File: config.mk
export PLATFORM = sky130hd
export DESIGN_NAME = led_pattern_driver
export DESIGN_NICKNAME = d
export VERILOG_FILES = /design/src/rtl/led_pattern_driver.sv
export SDC_FILE = /design/constraint.sdc
export NUM_CORES = 1
export LEC_CHECK = 0
export CAP_MARGIN = 5
export CORE_AREA = 3 3 72 74
export CTS_CLUSTER_SIZE = 12
export DETAILED_ROUTE_END_ITERATION = 10
export DIE_AREA = 0 0 75 77
export GPL_TIMING_DRIVEN = 0
export HOLD_SLACK_MARGIN = 0.03
export PLACE_DENSITY = 0.73
export SYNTH_ARGS = -nofsm -noshare
export SYNTH_HDL_FRONTEND = slang
export SYNTH_SLANG_ARGS = --single-unit
File: constraint.sdc
create_clock -name CLK -period 2.5 [get_ports CLK]
set_clock_uncertainty 0.2 [all_clocks]
set_input_delay 0.625 -clock CLK [delete_from_list [all_inputs] [get_ports CLK]]
set_output_delay 0.625 -clock CLK [all_outputs]
set_load 0.005 [all_outputs]
File: src/rtl/led_pattern_driver.sv
// led_pattern_driver: synchronises the board switches, divides CLK down to a
// visible step rate and drives an N_LED-wide LED bank as blink, binary count,
// chase or bounce. All outputs come straight from flops.
module led_pattern_driver #(
  parameter int N_LED    = 8,
  parameter int TICK_DIV = 25_000_000,
  parameter int CNT_W    = $clog2(TICK_DIV)
) (
  input  logic             CLK,
  input  logic             RST,
  input  logic             EN,
  input  logic [1:0]       SW,
  output logic [N_LED-1:0] LED,
  output logic             TICK
);

  typedef enum logic [1:0] {
    MODE_BLINK  = 2'd0,
    MODE_COUNT  = 2'd1,
    MODE_CHASE  = 2'd2,
    MODE_BOUNCE = 2'd3
  } mode_t;

  localparam logic [CNT_W-1:0] CNT_LAST = CNT_W'(TICK_DIV - 1);
  localparam logic [N_LED-1:0] PAT_ONE  = N_LED'(1);

  logic             en_meta_q, en_s_q;
  logic [1:0]       sw_meta_q, sw_s_q;
  logic [CNT_W-1:0] cnt_q, cnt_d;
  logic             step;
  mode_t            mode_q, mode_d, sw_mode;
  logic [N_LED-1:0] pat_q, pat_d, pat_shl, pat_shr;
  logic             dir_q, dir_d;
  logic             tick_q;
  logic             pat_onehot;

  // Two-flop synchronisers for the asynchronous switch inputs
  always_ff @(posedge CLK) begin
    if (RST) begin
      en_meta_q <= 1'b0;
      en_s_q    <= 1'b0;
      sw_meta_q <= 2'b00;
      sw_s_q    <= 2'b00;
    end else begin
      en_meta_q <= EN;
      en_s_q    <= en_meta_q;
      sw_meta_q <= SW;
      sw_s_q    <= sw_meta_q;
    end
  end

  assign sw_mode    = mode_t'(sw_s_q);
  assign pat_shl    = {pat_q[N_LED-2:0], 1'b0};
  assign pat_shr    = {1'b0, pat_q[N_LED-1:1]};
  // Bounce only advances a single lit LED; anything else is re-seeded.
  assign pat_onehot = (pat_q != '0) && ((pat_q & (pat_q - PAT_ONE)) == '0);

  // Prescaler: counts only while enabled, wrapping on the step cycle
  always_comb begin
    step  = en_s_q && (cnt_q == CNT_LAST);
    cnt_d = cnt_q;
    if (en_s_q) begin
      cnt_d = step ? '0 : cnt_q + CNT_W'(1);
    end
  end

  // Pattern next state: a mode change on a step reloads instead of advancing
  always_comb begin
    mode_d = mode_q;
    pat_d  = pat_q;
    dir_d  = dir_q;
    if (step) begin
      if (sw_mode != mode_q) begin
        mode_d = sw_mode;
        dir_d  = 1'b0;
        pat_d  = (sw_mode == MODE_BLINK) ? '1 : PAT_ONE;
      end else begin
        case (mode_q)
          MODE_BLINK: pat_d = ~pat_q;
          MODE_COUNT: pat_d = pat_q + PAT_ONE;
          MODE_CHASE: pat_d = {pat_q[N_LED-2:0], pat_q[N_LED-1]};
          default: begin
            if (!pat_onehot) begin
              pat_d = PAT_ONE;
              dir_d = 1'b0;
            end else if (!dir_q) begin
              pat_d = pat_shl;
              if (pat_shl[N_LED-1]) dir_d = 1'b1;
            end else begin
              pat_d = pat_shr;
              if (pat_shr[0]) dir_d = 1'b0;
            end
          end
        endcase
      end
    end
  end

  // State and registered outputs; reset wins over a coincident step
  always_ff @(posedge CLK) begin
    if (RST) begin
      cnt_q  <= '0;
      mode_q <= MODE_BLINK;
      pat_q  <= '0;
      dir_q  <= 1'b0;
      tick_q <= 1'b0;
    end else begin
      cnt_q  <= cnt_d;
      mode_q <= mode_d;
      pat_q  <= pat_d;
      dir_q  <= dir_d;
      tick_q <= step;
    end
  end

  assign LED  = pat_q;
  assign TICK = tick_q;

endmodule

== Yosys cells after proc, flatten, opt, wreduce, memory -nomap -nowiden ==
Cells that the tools add are included.

* Mux-type cells: 12
* Bitwise gates (word level): 2
* $add $sub $neg: 3
* Equality and inequality tests: 5
* Reduce and logical (&&, ||, !) cells: 9

{| class="wikitable"
|+ Operators by type and width
! operator !! count
|-
| $mux 8 || 4
|-
| $add 25x1->25 const B || 1
|-
| $eq 25x25->1 const B || 1
|-
| $mux 25 || 1
|-
| $pmux 8 s3 || 1
|-
| $add 8x1->8 const B || 1
|-
| $and 8x8->8 || 1
|-
| $logic_not 8->1 || 1
|-
| $not 8->8 || 1
|-
| $reduce_bool 8->1 || 1
|-
| $sub 8x1->8 const B || 1
|-
| $mux 1 || 6
|-
| $logic_not 2->1 || 2
|-
| $reduce_and 2->1 || 2
|-
| $reduce_or 3->1 || 1
|-
| $eq 2x1->1 const B || 1
|-
| $eq 2x2->1 const B || 1
|-
| $logic_and 1x1->1 || 2
|-
| $ne 2x1->1 const B || 1
|-
| $ne 2x2->1 || 1
|}

* Logic and storage cells: 40
* Flip-flop bits (word level): 43
* Output and inout port bits: 9

== Depth between registers and ports, before layout ==
Gate-level depths: netlist of the first run.

* Depth in word-level cells: 7
* Depth in mapped cells: 9
* Depth with buffers taken out: 8

== Worst setup path before layout of the first run ==
OpenSTA, ideal clock, no wires.

* Kind: register to register
* Start point: register cnt_q[17]
* End point: register pat_q[0] (netlist: LED[0])
* Library setup time: 0.131 ns
* Path slack: -0.134 ns
* Stages on the path, launching flop included: 8
* Data required time: 2.169 ns
* Path buffers: 1
* Clock period less this slack: 2.634 ns
* Arrival: 2.303 ns
* Cell sequence: dfxtp_1 or4b_1 or4_4 or4b_4 buf_6 nor3_2 o21ai_1 nor3b_1

* Longest elaborated chain between the ends: 2

{| class="wikitable"
|+ RTL lines
! element !! line !! RTL
|-
| start: declaration || 29 || <nowiki>logic [CNT_W-1:0] cnt_q, cnt_d;</nowiki>
|-
| start signal: assignment || 108 || <nowiki>cnt_q <= cnt_d;</nowiki>
|-
| $eq 25x25->1 || 60 || <nowiki>step = en_s_q && (cnt_q == CNT_LAST);</nowiki>
|-
| $logic_and 1x1->1 || 60 ||
|-
| end signal: assignment || 110 || <nowiki>pat_q <= pat_d;</nowiki>
|-
| end: declaration || 32 || <nowiki>logic [N_LED-1:0] pat_q, pat_d, pat_shl, pat_shr;</nowiki>
|}

Every way passes these cells.
A chain may end at the register's enable or synchronous reset.

== Worst setup path after layout of the first run ==
* Start point: register cnt_q[7]
* End point: register pat_q[0] (netlist: LED[0])

The elaborated chain is that of the path after synthesis.

==> results of run 1 <==
## cells in the final DEF, fill, tap and decap left out, drive strengths merged, types with 2 or more instances in the layout
cell type,count
buf,9
o21ai,11
nand2,26
nand4,3
or2,2
nor3,7
clkdlybuf4s50,13
o221ai,2
nor3b,2
and3,8
nand3,21
ha,4
a21oi,15
inv,6
o21bai,6
a31oi,4
and2,4
or4,2
or3,5
nor2,42
o21a,2
a211oi,4
a22o,2
dfxtp,43
clkinv,2
clkbuf,20
xor2,11
nand2b,5
xnor2,14
nor4,4
o22ai,2
mux2i,3
nor2b,10
a21o,2
or4b,2
## worst paths after layout
check	to	slack [ns]	cells past startpoint
worst max register to register	LED[0]	-0.01	6
worst min register to register	sw_mode[1]	0.23	1
worst min-delay path	sw_mode[1]	0.23	1
worst max-delay path	LED[0]	-0.01	6
## layer usage
metal	share of wire	global-route usage	vias up	wire [microns]
met1	0.48	0.294	1010	2620
met4	0.016	0.0534	0	89
met3	0.051	0.0406	8	276
met2	0.45	0.314	55	2460
li1	-	-	1109	-
met5	0	0	-	0
## where the power goes
group	total (mW)	internal [mW]	switching, mW
clock	0.551	0.298	0.253
sequential	0.694	0.690	0.00468
combinational	0.0456	0.0211	0.0245
## synth_stat cells, types with 8 or more instances
| cell type | number |
|---|---|
| dfxtp_1 | 43 |
| nor2_1 | 42 |
| nand2_1 | 26 |
| nand3_1 | 21 |
| clkbuf_1 | 16 |
| a21oi_1 | 15 |
| xnor2_1 | 14 |
| xor2_1 | 11 |
| nor2b_1 | 10 |
| o21ai_0 | 10 |
| and3_1 | 8 |
## layout make-up
type / instances / area [sq um]
clock inverters: 3 / 43.8
repair buffers: 19 / 179
multi-input cells: 237 / 1470
clock buffers: 5 / 68.8
well taps: 54 / 67.6
plain buffers: 18 / 82.6
fillers: 425 / 1860
inverters: 6 / 22.5
flip-flops and latches: 43 / 865
## through the flow
step                      power, mW  setup TNS, ns
after floorplan               0.739              0
after global placement        0.754          -2.98
after detailed placement      0.755          -2.80
after CTS                      1.30       -0.00708
after global routing           1.34         -0.125
final                          1.29        -0.0122
## timing repair
item / CTS / global route
endpoints found under the hold margin: 0 / 0
endpoints found under the setup margin: 30 / 28
resized for setup: 9 / 13
buffers inserted: 4 / 2
pin swaps: 1 / 2
## sequential cells by signal (all words and copies together), names as in the netlist
register and flops:
en_s_q 1, cnt_q 25, sw_mode 2, LED 8
en_meta_q 1, sw_meta_q 2, TICK 1, mode_q 2
dir_q 1
## cells by family (layout without fill, tap and decap cells)
logic type / Yosys count / count (layout) / share of synthesized area
buffers and inverters: 26 / 51 / 0.0449
XOR/XNOR: 25 / 25 / 0.0913
AO/OA/AOI/OAI: 58 / 58 / 0.158
flip-flops: 43 / 43 / 0.359
multiplexers: 4 / 4 / 0.0172
adder cells (fa/ha/maj): 4 / 4 / 0.0209
AND/OR/NAND/NOR: 146 / 146 / 0.308
==> metrics.md, run 1 <==
| Metric | Value |
|---|---|
| Worst hold-check path type | flip-flop to flip-flop |
| Drt total wl | 5450 microns |
| Synthesized flop and latch total | 43 |
| Vias in the first global route | 1957 |
| GPL Wtd Cong | 0.908 |
| Worst skew pair latency | 0.30 ns |
| WL per Instance | 14.1 microns |
| Placed Cells incl. Taps | 373 |
| Max Freq | 398 MHz |
| First-pass GRT wire length | 9360 microns |
| Worst Max-Slew Pin Slew | 0.705 ns |
| Detailed-route vias per instance | 5.67 |
| Area leader, netlist | dfxtp_1 |
| Setup WS post-layout | -0.0122 ns |
| ANT nets after route | 0 |
| Die W | 75 microns |
| Ys async rst share | 0 |
| Pwr Density | 461 nW/um^2 |
| Placed Area | 2600 sq um |
| Clk slew on worst S/H paths | 0.08 ns |
| Final instance area | 2800 sq um |
| Initial Utilization | 0.514 |
| PortBufs | 13 |
| Final Cycle Share | 1.00 |
| Max_slew headroom | 0.525 |
| Max Buffers Root-to-Sink | 2 |
| Core ar. | 4660 sq um |
| Post-synth EDFFs | 0 |
| CP max FO | 6 |
| Clock sinks | 43 |
| Layout cell share with drive strength beyond 1 | 0.121 |
| DR DRC count | 0 |
| Initial DRC Count | 192 |
| Max-Cap Viols | 0 |
| CP required | 2.47 ns |
| Die area | 5780 sq um |
| Final setup vio count | 1 |
| Final #Nets | 339 |
| Crit. End Element | flip-flop |
| TritonCTS clock tree | yes |
| Total number of vias | 2182 |
| DR pass1 iterations | 4 |
| CP max stage delay | 0.56 ns |
| Yosys Warn Count | 0 |
| Synth top area share | 0.359 |
| Non-Filler Instances | 385 |
| Initial antenna violation count | 0 |
| Most used DFF post-synth | dfxtp_1 |
| Die height | 77 microns |
| Ant. Diodes | 0 |
| Final HPWL DP | 3750 microns |
| RSZ-0062 raised after global routing | yes |
| Failing checks | setup timing |
| Post-synth cell types | 51 |
| Worst min-delay path startpoint | sw_meta_q[1] |
| Final worst path period need | 2.51 ns |
| Root Driver | clkbuf_8 |
| Crit path max-delay family | simple AND/OR/NAND/NOR gates |
| Row cnt | 25 |
| Cell area after synthesis | 2400 sq um |
| Total CTS buffers | 5 |
| Leak pwr | 1.00 nW |
| Cells after Synth | 306 |
| Final Core Density | 0.601 |
| Hold Vio Cnt, Final | 0 |
| Crit Path Class | flip-flop to flip-flop |
| Avg Inst Size Synth | 7.83 sq um |
| Pre-CTS WS | -0.126 ns |
| Status | finished, violations left |
| Critical Path AT | 2.48 ns |
| Largest net degree at the start of global routing | 15 |
| CP startpoint kind | flip-flop |
| Congestion Overflow GR | 0 |
| Top cells by area, synth | dfxtp_1 36%, nor2_1 6.6%, xnor2_1 5.1% |
| Cell-by-cell trace of the critical path | or4b_1, or4_4, or4b_4, nor3_2, o21ai_1, nor3b_1 |
| Max-slew violations | 0 |
| Hold slack | 0.233 ns |
| Peak supply drop | 394 uV |
| H-tree lvl count | 2 |
| Synth-to-Final Area Change | 16.8% |
| Worst Setup SP | cnt_q[7] |
| Synthesized net count | 315 |
| Num ports | 14 |
| Origin of the critical flop-to-flop path | cnt_q[7] |
| Slowest cell on crit path | or4b_4 |
| CTS Hold Bufs | 0 |
| Crit path buf inv count | 0 |
| Total track usage | 0.206 |
| Register area share after synthesis | 0.359 |
No activity file was read; power rests on OpenSTA's default activity.
==> run 2: changes to the inputs <==
Settings changed: CELL_PAD_IN_SITES_DETAIL_PLACEMENT set to 2, CELL_PAD_IN_SITES_GLOBAL_PLACEMENT set to 2, CORE_AREA 3 3 72 74 to 3 3 91 93, DIE_AREA 0 0 75 77 to 0 0 94 96, PLACE_DENSITY 0.73 to not set, PLACE_DENSITY_LB_ADDON set to 0.1, TNS_END_PERCENT set to 30.
==> run 2 against run 1 <==
Net effect:
- the run still ends with setup timing left
- clock-buffer cell count is 1 higher
- routed wire length is 36% higher
- combinational power is 6.6% higher
- utilization is 22 points lower
==> metrics.md, run 2 (same netlist as run 1, synthesis figures left out) <==
| Metric | Value |
|---|---|
| Status | finished, violations left |
| Failing checks | setup timing |
| ANT nets after route | 0 |
| Crit. End Element | flip-flop |
| Clk network pwr share | 0.390 |
| Final Cycle Share | 1.02 |
| Placed Cells incl. Taps | 421 |
| Final setup vio count | 4 |
| Max reg flops | 25 |
| DR DRC count | 0 |
| Die W | 94 microns |
| Initial DRC Count | 56 |
| Max Buffers Root-to-Sink | 2 |
| Combinational share of power | 0.040 |
| Worst skew pair latency | 0.30 ns |
| Total track usage | 0.173 |
| Detailed-route vias per instance | 5.28 |
| CP startpoint kind | flip-flop |
| Switching Share | 0.239 |
| P_sw | 0.291 mW |
| Clock sinks | 43 |
| CP required | 2.48 ns |
| Crit path capture | LED[0] |
| Clk slew on worst S/H paths | 0.09 ns |
| Total Power | 1.22 mW |
| Non-Filler Instances | 431 |
| Synth-to-Final Area Change | 19.4% |
| Worst Setup SP | cnt_q[6] |
| First-pass GRT wire length | 12200 microns |
| Drt total wl | 7400 microns |
| Pwr Density | 426 nW/um^2 |
| Pre-CTS WS | -0.404 ns |
| WL per Instance | 17.2 microns |
| Setup WS post-layout | -0.0527 ns |
| Final #Nets | 338 |
| TritonCTS clock tree | yes |
| DR pass1 iterations | 4 |
| Reg2reg end | LED[0] |
| Layout cell share with drive strength beyond 1 | 0.128 |
| Worst hold-check path type | flip-flop to flip-flop |
| H-tree lvl count | 2 |
| PortBufs | 13 |
| Largest Register | cnt_q |
| Hold Vio Cnt, Final | 0 |
| Total number of vias | 2276 |
| Max-Cap Viols | 0 |
| GPL Wtd Cong | 0.786 |
| Most frequent cells in the layout | 41 x nor2_1, 39 x dfxtp_1, 26 x nand2_1 |
| Largest net degree at the start of global routing | 13 |
| Most common cell after layout, fill and taps aside | nor2_1 |
| Worst-case reg-to-reg path depth | 6 |
| Sequential power share | 0.570 |
| Crit Path Class | flip-flop to flip-flop |
| Hold slack | 0.246 ns |
| Root Driver | clkbuf_8 |
| CP max FO | 7 |
| Initial antenna violation count | 0 |
| Total CTS buffers | 5 |
| Final worst path period need | 2.55 ns |
| Origin of the critical flop-to-flop path | cnt_q[6] |
| Critical Path AT | 2.53 ns |
| Max_slew headroom | 0.529 |
| Die height | 96 microns |
| CTS Hold Bufs | 0 |
| Worst Max-Slew Pin Slew | 0.699 ns |
| Core ar. | 7610 sq um |
| Row cnt | 32 |
| Vias in the first global route | 2371 |
| FF-to-FF setup slack | -0.05 ns |
| Int Pwr | 0.928 mW |
| Die area | 9020 sq um |
| Peak supply drop | 155 uV |
| Num ports | 14 |
| Initial Utilization | 0.315 |
| RSZ-0062 raised after global routing | yes |
| Max Freq | 392 MHz |
| Congestion Overflow GR | 0 |
| Final HPWL DP | 5440 microns |
| Leak pwr | 0.977 nW |
| Ant. Diodes | 0 |
| Max-slew violations | 0 |
==> run 2: metrics by stage <==
stage | instance area (sq um) | TNS [ns] | utilization
floorplan | 2400 | 0 | -
global route | 2860 | -0.940 | 0.376
global placement | 2660 | -5.99 | 0.349
finish | 2860 | -0.0910 | 0.376
detailed placement | 2660 | -8.80 | 0.349
CTS | 2800 | -0.397 | 0.368
==> run 2: critical path, stage by stage (launching register included) <==
cell	delay, ns
dfxtp_4	0.35
or4b_1	0.48
or4_4	0.46
or4b_4	0.58
nor3_2	0.13
o21ai_1	0.10
nor3b_1	0.14
==> run 2: cell type report <==
| cell class | instances | area (sq um) |
|---|---|---|
| clock buffers | 6 | 82.6 |
| multi-input cells | 237 | 1510 |
| plain buffers | 18 | 82.6 |
| fillers | 892 | 4740 |
| well taps | 102 | 128 |
| clock inverters | 1 | 5.00 |
| inverters | 6 | 22.5 |
| flip-flops and latches | 43 | 868 |
| repair buffers | 18 | 168 |
==> run 2: what timing repair did <==
item | 4_1_cts | 5_1_grt
setup endpoints to repair | 34 | 17
gates resized for setup | 14 | 14
pin swaps | 2 | 5
setup buffers | 4 | 1
hold endpoints to repair | 0 | 0
==> run 2: metal layers <==
metal,vias to the layer above,GRT usage,wire (microns)
met5,-,0,0
met4,0,0.0445,102
met3,7,0.0258,128
li1,1105,-,-
met1,1149,0.213,3290
met2,15,0.315,3880
==> run 2: power groups by stage <==
stage                     Sequential [mW]  Clock, mW  Combinational [mW]
final                               0.695      0.475              0.0486
after global routing                0.696      0.518              0.0541
after CTS                           0.694      0.492              0.0482
after detailed placement            0.712          0              0.0464
after global placement              0.711          0              0.0458
after floorplan                     0.709          0              0.0295
==> run 2: how the worst min path moves through the flow <==
stage	start	to	slack, ns	cells after the start
detailed placement	sw_meta_q[1]	sw_mode[1]	0.24	1
CTS	en_meta_q	en_s_q	0.26	1
finish	en_meta_q	en_s_q	0.25	1
floorplan	en_meta_q	en_s_q	0.21	1
global route	en_meta_q	en_s_q	0.27	1
global placement	en_meta_q	en_s_q	0.22	1
